`config.mk`:
```
export PLATFORM = sky130hd
export DESIGN_NAME = weight_bank_writer
export DESIGN_NICKNAME = d
export VERILOG_FILES = /design/src/rtl/weight_pkg.sv /design/src/rtl/bank_row_counter.sv /design/src/rtl/weight_bank_writer.sv
export SDC_FILE = /design/constraint.sdc
export NUM_CORES = 1
export LEC_CHECK = 0
export ABC_AREA = 1
export CORE_UTILIZATION = 40
export DETAILED_ROUTE_END_ITERATION = 12
export HOLD_SLACK_MARGIN = 0.03
export MAX_ROUTING_LAYER = met4
export PLACE_DENSITY_LB_ADDON = 0.2
export RECOVER_POWER = 100
export SLEW_MARGIN = 20
export SYNTH_ARGS = -nofsm -noshare
export SYNTH_HDL_FRONTEND = slang
export SYNTH_HIERARCHICAL = 1
export SYNTH_SLANG_ARGS = --single-unit
```
`constraint.sdc`:
```
create_clock -name clk -period 4.45 [get_ports clk]
set_input_delay 1.335 -clock clk [delete_from_list [all_inputs] [get_ports clk]]
set_output_delay 1.335 -clock clk [all_outputs]
set_load 0.02 [all_outputs]
```
`src/rtl/weight_pkg.sv`:
```
// -----------------------------------------------------------------------------
// weight_pkg
//
// Shared definitions for the weight bank writer:
//   - DATA_W      : width of every weight word (32)
//   - state_e     : load FSM states
//   - kern_total  : number of kernel words in an image
//   - coeff_index : flat word index of the MACC coefficient
//   - clog2_min1  : index width helper that never returns 0
//
// The flat image layout is kernels first, then biases, then the single
// coefficient word. The bias region starts at kern_total().
// -----------------------------------------------------------------------------
package weight_pkg;

    localparam int DATA_W = 32;

    typedef enum logic [2:0] {
        ST_IDLE  = 3'd0,
        ST_KERN  = 3'd1,
        ST_BIAS  = 3'd2,
        ST_COEFF = 3'd3,
        ST_DONE  = 3'd4,
        ST_ERR   = 3'd5
    } state_e;

    // Number of kernel words spread across all banks.
    function automatic int unsigned kern_total(input int unsigned num_banks,
                                               input int unsigned words_per_bank);
        return num_banks * words_per_bank;
    endfunction

    // Flat index of the coefficient word (last word of the image).
    function automatic int unsigned coeff_index(input int unsigned num_banks,
                                                input int unsigned words_per_bank,
                                                input int unsigned num_bias);
        return kern_total(num_banks, words_per_bank) + num_bias;
    endfunction

    // Width of an index over n items; a one-item range still gets one bit.
    function automatic int clog2_min1(input int n);
        return (n > 1) ? $clog2(n) : 1;
    endfunction

endpackage

```
`src/rtl/bank_row_counter.sv`:
```
// -----------------------------------------------------------------------------
// bank_row_counter
//
// Round-robin bank selector with a row counter behind it. Each increment
// advances bank_sel; when bank_sel wraps from NUM_BANKS-1 to 0 the row
// advances. last_o flags the final (bank, row) slot of the kernel region.
//
// Ports:
//   clk        in   clock
//   rst        in   synchronous active-high reset
//   clr_i      in   synchronous clear (reload)
//   inc_i      in   advance one slot
//   bank_sel_o out  current bank
//   row_o      out  current row within the bank
//   last_o     out  current slot is the last kernel slot
// -----------------------------------------------------------------------------
module bank_row_counter
    import weight_pkg::*;
#(
    parameter int NUM_BANKS = 4,
    parameter int ROWS      = 24918,
    parameter int BANK_W    = 2,
    parameter int ROW_W     = 15
) (
    input  logic              clk,
    input  logic              rst,
    input  logic              clr_i,
    input  logic              inc_i,
    output logic [BANK_W-1:0] bank_sel_o,
    output logic [ROW_W-1:0]  row_o,
    output logic              last_o
);

    logic [BANK_W-1:0] bank_q;
    logic [ROW_W-1:0]  row_q;
    logic              bank_wrap;
    logic              row_wrap;

    assign bank_wrap = (bank_q == BANK_W'(NUM_BANKS - 1));
    assign row_wrap  = (row_q == ROW_W'(ROWS - 1));

    always_ff @(posedge clk) begin
        if (rst || clr_i) begin
            bank_q <= '0;
            row_q  <= '0;
        end else if (inc_i) begin
            if (bank_wrap) begin
                bank_q <= '0;
                row_q  <= row_wrap ? '0 : row_q + ROW_W'(1);
            end else begin
                bank_q <= bank_q + BANK_W'(1);
            end
        end
    end

    assign bank_sel_o = bank_q;
    assign row_o      = row_q;
    assign last_o     = bank_wrap && row_wrap;

endmodule

```
`src/rtl/weight_bank_writer.sv`:
```
// -----------------------------------------------------------------------------
// weight_bank_writer
//
// Consumes the loader's flat weight write stream and scatters it into
// NUM_BANKS interleaved kernel banks, a bias register file and the MACC
// coefficient register. weights_ready rises once the whole image is in.
//
// Build option: WEIGHT_BANK_ADDR_CHECK_EN
//   defined   - every incoming address must equal the running word count;
//               a mismatch drops the word and parks the FSM in ST_ERR.
//   undefined - addresses are ignored; words are placed by arrival order.
//
// Ports:
//   clk               in   sole clock
//   rst               in   synchronous active-high reset
//   weight_wr_en      in   write strobe from loader (no backpressure)
//   weight_wr_addr    in   flat word index
//   weight_wr_data    in   word
//   reload            in   pulse: drop progress, wait for a new image
//   kern_wr_en        out  one-hot bank write strobe, one cycle per word
//   kern_wr_addr      out  bank row
//   kern_wr_data      out  kernel word
//   bias_data         out  flattened bias registers, bias 0 in the LSBs
//   macc_coeff        out  coefficient register
//   weights_ready     out  full image loaded
//   load_err          out  sticky error (address mismatch or overflow)
//   dbg_state         out  current FSM state (state_e encoding)
//   dbg_addr_mismatch out  incoming address differs from the word count
//
// Handshake: a word is taken on every cycle weight_wr_en is high; there is
// no ready. All outputs are registered, so a write in cycle N shows up in
// N+1. reload has priority over a write in the same cycle.
// -----------------------------------------------------------------------------
module weight_bank_writer
    import weight_pkg::*;
#(
    parameter int NUM_BANKS             = 4,
    parameter int KERNEL_WORDS_PER_BANK = 24918,
    parameter int NUM_BIAS              = 4
) (
    input  logic                                     clk,
    input  logic                                     rst,
    input  logic                                     weight_wr_en,
    input  logic [31:0]                              weight_wr_addr,
    input  logic [31:0]                              weight_wr_data,
    input  logic                                     reload,
    output logic [NUM_BANKS-1:0]                     kern_wr_en,
    output logic [$clog2(KERNEL_WORDS_PER_BANK)-1:0] kern_wr_addr,
    output logic [31:0]                              kern_wr_data,
    output logic [32*NUM_BIAS-1:0]                   bias_data,
    output logic [31:0]                              macc_coeff,
    output logic                                     weights_ready,
    output logic                                     load_err,
    output logic [2:0]                               dbg_state,
    output logic                                     dbg_addr_mismatch
);

    localparam int ROW_W  = $clog2(KERNEL_WORDS_PER_BANK);
    localparam int BANK_W = clog2_min1(NUM_BANKS);
    localparam int BIAS_W = clog2_min1(NUM_BIAS);

    localparam int unsigned KERN_TOTAL = kern_total(NUM_BANKS, KERNEL_WORDS_PER_BANK);
    localparam int unsigned COEFF_IDX  = coeff_index(NUM_BANKS, KERNEL_WORDS_PER_BANK,
                                                     NUM_BIAS);
    // Word count of the final bias word; the next word is the coefficient.
    localparam logic [31:0] BIAS_LAST  = 32'(COEFF_IDX - 1);

    // ------------------------------------------------------------------
    // State
    // ------------------------------------------------------------------
    state_e                          state_q;
    logic [31:0]                     word_cnt_q;
    logic [BIAS_W-1:0]               bias_idx_q;
    logic [NUM_BANKS-1:0]            kern_wr_en_q;
    logic [ROW_W-1:0]                kern_wr_addr_q;
    logic [DATA_W-1:0]               kern_wr_data_q;
    logic [NUM_BIAS-1:0][DATA_W-1:0] bias_q;
    logic [DATA_W-1:0]               coeff_q;
    logic                            ready_q;
    logic                            err_q;

    // ------------------------------------------------------------------
    // Decode
    // ------------------------------------------------------------------
    logic                 addr_mismatch;
    logic                 addr_ok;
    logic                 wr_take;
    logic                 in_kern;
    logic                 kern_accept;
    logic [BANK_W-1:0]    bank_sel;
    logic [ROW_W-1:0]     row;
    logic                 kern_last;
    logic [NUM_BANKS-1:0] bank_onehot;

    assign addr_mismatch = (weight_wr_addr != word_cnt_q);

`ifdef WEIGHT_BANK_ADDR_CHECK_EN
    assign addr_ok = !addr_mismatch;
`else
    assign addr_ok = 1'b1;
`endif

    // A write only counts when reload is not pulling the rug out this cycle.
    assign wr_take     = weight_wr_en && !reload;
    assign in_kern     = (state_q == ST_IDLE) || (state_q == ST_KERN);
    assign kern_accept = wr_take && in_kern && addr_ok;

    always_comb begin
        bank_onehot = '0;
        for (int i = 0; i < NUM_BANKS; i++) begin
            bank_onehot[i] = (bank_sel == BANK_W'(i));
        end
    end

    bank_row_counter #(
        .NUM_BANKS (NUM_BANKS),
        .ROWS      (KERNEL_WORDS_PER_BANK),
        .BANK_W    (BANK_W),
        .ROW_W     (ROW_W)
    ) u_bank_row_counter (
        .clk        (clk),
        .rst        (rst),
        .clr_i      (reload),
        .inc_i      (kern_accept),
        .bank_sel_o (bank_sel),
        .row_o      (row),
        .last_o     (kern_last)
    );

    // ------------------------------------------------------------------
    // Load FSM with registered outputs
    // ------------------------------------------------------------------
    always_ff @(posedge clk) begin
        if (rst) begin
            state_q        <= ST_IDLE;
            word_cnt_q     <= '0;
            bias_idx_q     <= '0;
            kern_wr_en_q   <= '0;
            kern_wr_addr_q <= '0;
            kern_wr_data_q <= '0;
            bias_q         <= '0;
            coeff_q        <= '0;
            ready_q        <= 1'b0;
            err_q          <= 1'b0;
        end else if (reload) begin
            // Bias and coefficient contents survive a reload; they are
            // simply overwritten by the next image.
            state_q      <= ST_IDLE;
            word_cnt_q   <= '0;
            bias_idx_q   <= '0;
            kern_wr_en_q <= '0;
            ready_q      <= 1'b0;
            err_q        <= 1'b0;
        end else begin
            kern_wr_en_q <= '0;
            case (state_q)
                ST_IDLE, ST_KERN: begin
                    if (weight_wr_en) begin
                        if (!addr_ok) begin
                            state_q <= ST_ERR;
                            err_q   <= 1'b1;
                        end else begin
                            kern_wr_en_q   <= bank_onehot;
                            kern_wr_addr_q <= row;
                            kern_wr_data_q <= weight_wr_data;
                            word_cnt_q     <= word_cnt_q + 32'd1;
                            state_q        <= kern_last ? ST_BIAS : ST_KERN;
                        end
                    end
                end
                ST_BIAS: begin
                    if (weight_wr_en) begin
                        if (!addr_ok) begin
                            state_q <= ST_ERR;
                            err_q   <= 1'b1;
                        end else begin
                            bias_q[bias_idx_q] <= weight_wr_data;
                            bias_idx_q         <= bias_idx_q + BIAS_W'(1);
                            word_cnt_q         <= word_cnt_q + 32'd1;
                            if (word_cnt_q == BIAS_LAST) begin
                                state_q <= ST_COEFF;
                            end
                        end
                    end
                end
                ST_COEFF: begin
                    if (weight_wr_en) begin
                        if (!addr_ok) begin
                            state_q <= ST_ERR;
                            err_q   <= 1'b1;
                        end else begin
                            coeff_q    <= weight_wr_data;
                            ready_q    <= 1'b1;
                            word_cnt_q <= word_cnt_q + 32'd1;
                            state_q    <= ST_DONE;
                        end
                    end
                end
                ST_DONE: begin
                    // Image already complete: extra words are an overflow.
                    if (weight_wr_en) begin
                        err_q <= 1'b1;
                    end
                end
                ST_ERR: begin
                    ready_q <= 1'b0;
                    err_q   <= 1'b1;
                end
                default: begin
                    state_q <= ST_ERR;
                    err_q   <= 1'b1;
                end
            endcase
        end
    end

    // ------------------------------------------------------------------
    // Outputs
    // ------------------------------------------------------------------
    assign kern_wr_en        = kern_wr_en_q;
    assign kern_wr_addr      = kern_wr_addr_q;
    assign kern_wr_data      = kern_wr_data_q;
    assign bias_data         = bias_q;
    assign macc_coeff        = coeff_q;
    assign weights_ready     = ready_q;
    assign load_err          = err_q;
    assign dbg_state         = state_q;
    // Useful on a scope even when the check is compiled out: shows the
    // loader drifting from the expected word order.
    assign dbg_addr_mismatch = weight_wr_en && addr_mismatch && (KERN_TOTAL != 0);

endmodule

```
==> summary.txt, run 1 <==
Outcome
  • Run status: complete, but fails checks
  • Failing checks: max-capacitance violations, max-slew violations

Global route
  • First-pass GRT wire length: 50200 µm
  • Congestion Overflow GR: 0
  • Vias in the first global route: 9201
  • Total track usage: 0.231
  • Largest net degree at the start of global routing: 73
  • Initial antenna violation count: 0

STA
  • Max-slew violations: 41
  • Slew headroom: -0.0220
  • Crit share post-route: 0.947
  • Endpoints failing setup: 0
  • Slew @ Worst Pin: 1.53 ns
  • Setup WS post-layout: ~0.24 ns
  • Fmax: 0.237 GHz
  • RSZ-0062 raised after global routing: false
  • Layout Skew: 0.0148 ns
  • Tmin final: 4.21 ns
  • Final Hold Vio Count: 0

CTS
  • Setup Buffers After CTS: 0
  • Sink Count: 267
  • CTS Buffer Depth: 3
  • H-tree depth: 1
  • CTS clk-pin slew, worst paths: 0.06 ns
  • Hold Buf Count CTS: 0
  • Post-CTS Resized: 1
  • Clk_lat worst skew: about 0.56 ns
  • Clock Tree Root: clkbuf_16
  • CTS Buf Count: 29
  • CTS tree: yes

Yosys
  • Top area cells in the synthesized netlist: dfxtp_1, o21ai_0, nor2_1
  • Area leader, netlist: dfxtp_1
  • Distinct cell type count after synthesis: 34
  • Yosys Warn Count: 6
  • Syn_nets: roughly 1500
  • Mapped cell area: between 0.01 and 0.015 mm²
  • Seq/Total Area, Yosys: 0.490
  • Syn avg cell area: 7.50 µm²
  • Mapped Cells: 1454
  • Synth top area share: 0.490
  • Synthesized flop and latch total: 267

Pwr
  • Tot Pwr: a little over 5 mW
  • Max IR drop VDD: 0.000216 V
  • Pwr/cell area: between 300 and 400 mW/mm²
  • Static leakage: approximately 6.1 nW

Worst setup path
  • Critical path's top delay family: buffers and inverters
  • R2r worst-path depth: 9
  • Data arrival time of the worst path: between 2 and 3 ns
  • Crit path buffers/inverters: 3
  • Crit path depth: 10
  • CP cell instances: clkdlybuf4s50_1 -> xor2_1 -> nor2_1 -> buf_4 -> nand2_1 -> nor2_1 -> nand2_1 -> nor2_1 -> nor2_1 -> dlygate4sd2_1
  • Crit start category: input port
  • Required time of the critical path: 3.12 ns
  • Crit path kind: input port to output pin
  • Crit-path max FO: 1
  • Slowest cell on crit path: clkdlybuf4s50_1
  • CP max stage delay: 0.41 ns
  • Crit path top cell by count: nor2_1
  • Crit. End Element: output pin

Detailed routing
  • Detailed Routing Iterations Pass 1: 5
  • Routed vias/inst: between 4 and 5
  • DR vias: between 9000 and 10000
  • DRT Wirelength: 31800 µm
  • DRC viols: 0
  • Drt wl/cell: 15.3 µm
  • Post-route ant nets: 0
  • Initial DRC count: 578

Finish
  • Antenna diodes: 0
  • Final design utilization: 0.552
  • Area Growth Syn to Fin: 36.1%
  • Most frequent cells in the layout: dfxtp_1, nor2_1, o21ai_0
  • Most common cell after layout, fill and taps aside: dfxtp_1
  • Share of cells above drive strength 1: 0.0432
  • Design area: 0.0148 mm²
  • # nets final: approximately 1800

Die
  • Core area: 0.0269 mm²
  • Die span in y: 167 µm
  • DIE AREA: 0.0279 mm²
  • IO Pins: 285
  • Initial Utilization: 0.406
  • Row count: 60
  • Die Width: 167 µm

Min path
  • Worst Hold Depth: 2
  • Worst Hold Class: register to register

Placed design
  • Post-DP HPWL: 22300 µm
  • Placed Instance Area: 0.0140 mm²
  • DP Worst Slack: -0.0267 ns
  • Placer Congestion: between 0.8 and 0.9
  • Number of port buffers: 284

Run
  • Maxcap violations: 1
==> layer usage <==
metal	share of wire	GRT usage
met4	0.029	0.0777
met5	0	-
met1	0.44	0.282
met3	0.047	0.0333
met2	0.48	0.389
==> cell families after synthesis <==
group,share of synthesized area
AO/OA/AOI/OAI,0.182
XOR/XNOR,0.0345
adder cells (fa/ha/maj),0.00918
buffers and inverters,0.101
flip-flops,0.490
AND/OR/NAND/NOR,0.184
==> flip-flops by register name (all words and copies together), names as in the netlist, 3 cells and up <==
signal / cells
bias_data: 128
dbg_state: 3
kern_wr_addr: 15
kern_wr_data: 32
kern_wr_en: 4
macc_coeff: 32
u_bank_row_counter/row_o: 15
word_cnt_q: 32
==> cell usage after synthesis <==
library cell / number
nand2_1: 116
nand2_2: 3
nor2_2: 3
dfxtp_1: 267
nor3_2: 1
o21ai_2: 1
xor2_1: 18
clkbuf_2: 1
a21oi_1: 158
o21ai_0: 224
nor3b_1: 1
clkbuf_1: 56
inv_1: 209
nor3_4: 2
clkinv_1: 3
inv_2: 4
nand4_1: 16
ha_1: 8
xnor2_1: 25
o21ai_1: 3
nor2_1: 252
nand2_4: 4
a211oi_1: 2
nor4b_1: 1
buf_4: 2
nor2_4: 5
nand3_1: 32
buf_6: 2
nor3_1: 17
or2_1: 1
o21bai_2: 2
nand3_2: 7
a31oi_1: 1
buf_2: 7
==> worst reg2reg max path: cells and delay by family (launching register included) <==
family | cells | cell delay, ns
simple gates | 4 | 0.33
buf+inv | 5 | 2.15
flops | 1 | 0.50
==> final timing paths <==
check | start | end | slack, ns
setup / recovery | weight_wr_addr[0] | dbg_addr_mismatch | 0.24
hold reg to reg | bias_data[72] | bias_data[72] | 0.44
hold / removal | bias_data[72] | bias_data[72] | 0.44
setup reg to reg | dbg_state[2] | macc_coeff[15] | 1.34
==> through the flow <==
stage,cells,hold slack (ns),setup TNS (ns)
finish,2077,0.437,0
global route,2077,0.451,0
CTS,2077,0.442,0
detailed placement,2025,0.433,-0.0267
global placement,2025,0.429,-0.0276
floorplan,1454,0.470,0
==> final cells by class <==
type | instances | area, µm²
tap | 341 | 427
fill | 2576 | 12000
sequential | 267 | 5350
inverter | 216 | 813
multi-input combinational | 903 | 4400
timing repair buffer | 298 | 2950
clock buffer | 45 | 856
clock inverter | 7 | 53.8
==> power by group <==
part           switching (mW)  internal (mW)
Clock                   0.978           1.32
Combinational           0.220          0.155
Sequential             0.0193           2.43
No activity file was read; power rests on OpenSTA's default activity.
==> run 2: changes to the inputs <==
==> constraint.sdc (replaced) <==
create_clock -name clk -period 4.45 [get_ports clk]
set_input_delay 1.335 -clock clk [delete_from_list [all_inputs] [get_ports clk]]
set_output_delay 1.335 -clock clk [all_outputs]
set_load 0.1 [all_outputs]
==> summary.txt, run 2 (synthesis results as in run 1) <==
Outcome
  • Run status: finished, final reports clean

Worst setup path
  • Reg-to-reg slack, setup: 1.33 ns (about the same)
  • Worst setup path endpoint: dbg_addr_mismatch
  • Crit path kind: input port to output pin
  • Crit. End Element: output pin
  • R2r worst-path depth: 9 (unchanged)
  • Data arrival time of the worst path: 2.87 ns (about the same)
  • Worst r2r src: dbg_state[2]
  • Worst Setup SP: weight_wr_addr[0]
  • Required time of the critical path: 3.12 ns (about the same)
  • Crit-path max FO: 1 (unchanged)
  • Worst r2r dst: macc_coeff[11]
  • Crit start category: input port

Finish
  • Most frequent cells in the layout: dfxtp_1, nor2_1, o21ai_0
  • Area Growth Syn to Fin: 36.5%
  • Most common cell after layout, fill and taps aside: dfxtp_1
  • Antenna diodes: 0 (unchanged)
  • Reg area: 0.00535 mm² (unchanged)
  • # fillers: 2564 (-0.47%)
  • # nets final: 1788 (-0.17%)
  • Footprint of the multi-input gates: 0.00440 mm² (about the same)
  • Largest register FFs: 128 (unchanged)
  • Share of cells above drive strength 1: 0.0439 (+0.000728)
  • Final Non-Filler Cells: 2071 (-0.29%)

STA
  • Tmin final: 4.21 ns (-0.00711 ns)
  • Slew headroom: 0.0513 (+0.0733)
  • Setup WS post-layout: 0.244 ns (+0.00711 ns)
  • Crit share post-route: 0.945 (-0.00160)
  • Setup TNS: 0 ns (unchanged)
  • Endpoints failing setup: 0 (unchanged)
  • Max-slew violations: 0 (-100%)
  • Slew @ Worst Pin: 1.42 ns (-0.110 ns)
  • Final Hold Vio Count: 0 (unchanged)
  • Layout Skew: 0.0112 ns (-0.00359 ns)
  • Fmax: 0.238 GHz (+0.17%)
  • RSZ-0062 raised after global routing: false

CTS
  • Sink Count: 267 (unchanged)
  • Clock Tree Root: clkbuf_16
  • CTS clk-pin slew, worst paths: 0.06 ns (about the same)
  • CTS Buffer Depth: 3 (unchanged)
  • Hold Buf Count CTS: 0 (unchanged)
  • Clk_lat worst skew: 0.54 ns (-0.02 ns)
  • CTS Buf Count: 29 (unchanged)
  • Post-CTS Resized: 0 (-1)
  • H-tree depth: 1 (unchanged)
  • CTS tree: yes
  • Setup Buffers After CTS: 0 (unchanged)

Die
  • IO Pins: 285 (unchanged)
  • Initial Utilization: 0.406 (unchanged)
  • Die span in y: 167 µm (unchanged)
  • Row count: 60 (unchanged)
  • Die Width: 167 µm (unchanged)
  • Core area: 0.0269 mm² (unchanged)
  • DIE AREA: 0.0279 mm² (unchanged)

Placed design
  • Placer Congestion: 0.852 (-1.2%)
  • Dpl cells: 2022 (-0.15%)
  • DP Worst Slack: 0.292 ns (+0.319 ns)
  • Number of port buffers: 284 (unchanged)
  • Post-DP HPWL: 22200 µm (-0.47%)

Detailed routing
  • DRC viols: 0 (unchanged)
  • Detailed Routing Iterations Pass 1: 5 (unchanged)
  • Post-route ant nets: 0 (unchanged)
  • Drt wl/cell: 15.2 µm (-0.97%)
  • DR vias: 9993 (+0.60%)
  • DRT Wirelength: 31400 µm (-1.3%)
  • Routed vias/inst: 4.83 (+0.90%)
  • Initial DRC count: 662 (+15%)

Global route
  • Congestion Overflow GR: 0 (unchanged)
  • Vias in the first global route: 8972 (-2.5%)
  • Initial antenna violation count: 0 (unchanged)
  • First-pass GRT wire length: 49300 µm (-1.7%)
  • Largest net degree at the start of global routing: 106 (+45%)
  • Total track usage: 0.228 (-0.00301)

Pwr
  • Max IR drop VDD: 0.000228 V (+5.7%)
  • Clock power share: 0.443 (-0.006)
  • Pint: 4.05 mW (+3.9%)
  • Sequential power share: 0.449 (-0.029)
  • Gate power share: 0.107 (+0.034)
  • Switching pwr: 1.39 mW (+14%)
  • Switching Share: 0.255 (+0.0177)
  • Static leakage: 6.11 nW (+0.23%)
  • Pwr/cell area: 366 mW/mm² (+6.0%)

Run
  • Maxcap violations: 0 (-1)

Min path
  • Worst Hold Class: register to register
-- run 2: changes by cell type in the layout (fill, tap and decap cells not counted), sizes merged --
cell / before / now
dlygate4sd2: 1 / 0
clkinvlp: 0 / 1
bufinv: 0 / 3
clkinv: 7 / 5
inv: 216 / 215
clkbuf: 53 / 48
buf: 6 / 5
-- run 2: power by group through the flow --
stage | sequential, mW | clock [mW] | combinational (mW)
after global routing | 2.45 | 2.57 | 0.620
after floorplan | 2.75 | 0 | 0.147
after CTS | 2.45 | 2.48 | 0.603
after detailed placement | 2.50 | 0 | 0.602
final | 2.45 | 2.41 | 0.585
after global placement | 2.50 | 0 | 0.599
-- run 2: worst min-delay path by stage --
| stage | from | cells after the start | end |
|---|---|---|---|
| after CTS | bias_data[108] | 2 | bias_data[108] |
| after global routing | bias_data[79] | 2 | bias_data[79] |
| after detailed placement | bias_data[108] | 2 | bias_data[108] |
| after floorplan | u_bank_row_counter/bank_sel_o[1] | 1 | kern_wr_en[1] |
| final | bias_data[123] | 2 | bias_data[123] |
| after global placement | bias_data[100] | 2 | bias_data[100] |
-- run 2: layer usage --
layer | vias up | global-route usage | share of wire | routed length (µm)
met1 | 4486 | 0.286 | 0.45 | 14100
met5 | - | - | 0 | 0
met2 | 281 | 0.369 | 0.47 | 14700
met3 | 69 | 0.0328 | 0.046 | 1440
li1 | 5157 | - | - | -
met4 | 0 | 0.0898 | 0.039 | 1210
-- run 2: stage by stage --
stage          area, µm²  hold WS [ns]  power, mW   util
6_report           14900         0.439       5.45  0.554
3_5_place_dp       14000         0.433       3.10  0.521
4_1_cts            15000         0.442       5.53  0.557
5_1_grt            14900         0.450       5.64  0.554
3_3_place_gp       14000         0.430       3.10  0.521
2_1_floorplan      10900         0.470       2.90      -
-- run 2: final cells by class --
cell class / count / share of cell area
flip-flops and latches: 267 / 0.359
multi-input cells: 903 / 0.295
repair buffers: 295 / 0.197
clock buffers: 41 / 0.0565
inverters: 216 / 0.0547
well taps: 341 / 0.0287
clock inverters: 8 / 0.00816
-- run 2: worst max-delay path, cell delays in order --
cell and delay [ns]:
clkdlybuf4s50_1 0.41, xor2_1 0.14, nor2_1 0.23, nand2_1 0.08, nor2_1 0.10, nand2_1 0.11
nor2_1 0.12, nor2_1 0.05, buf_2 0.29
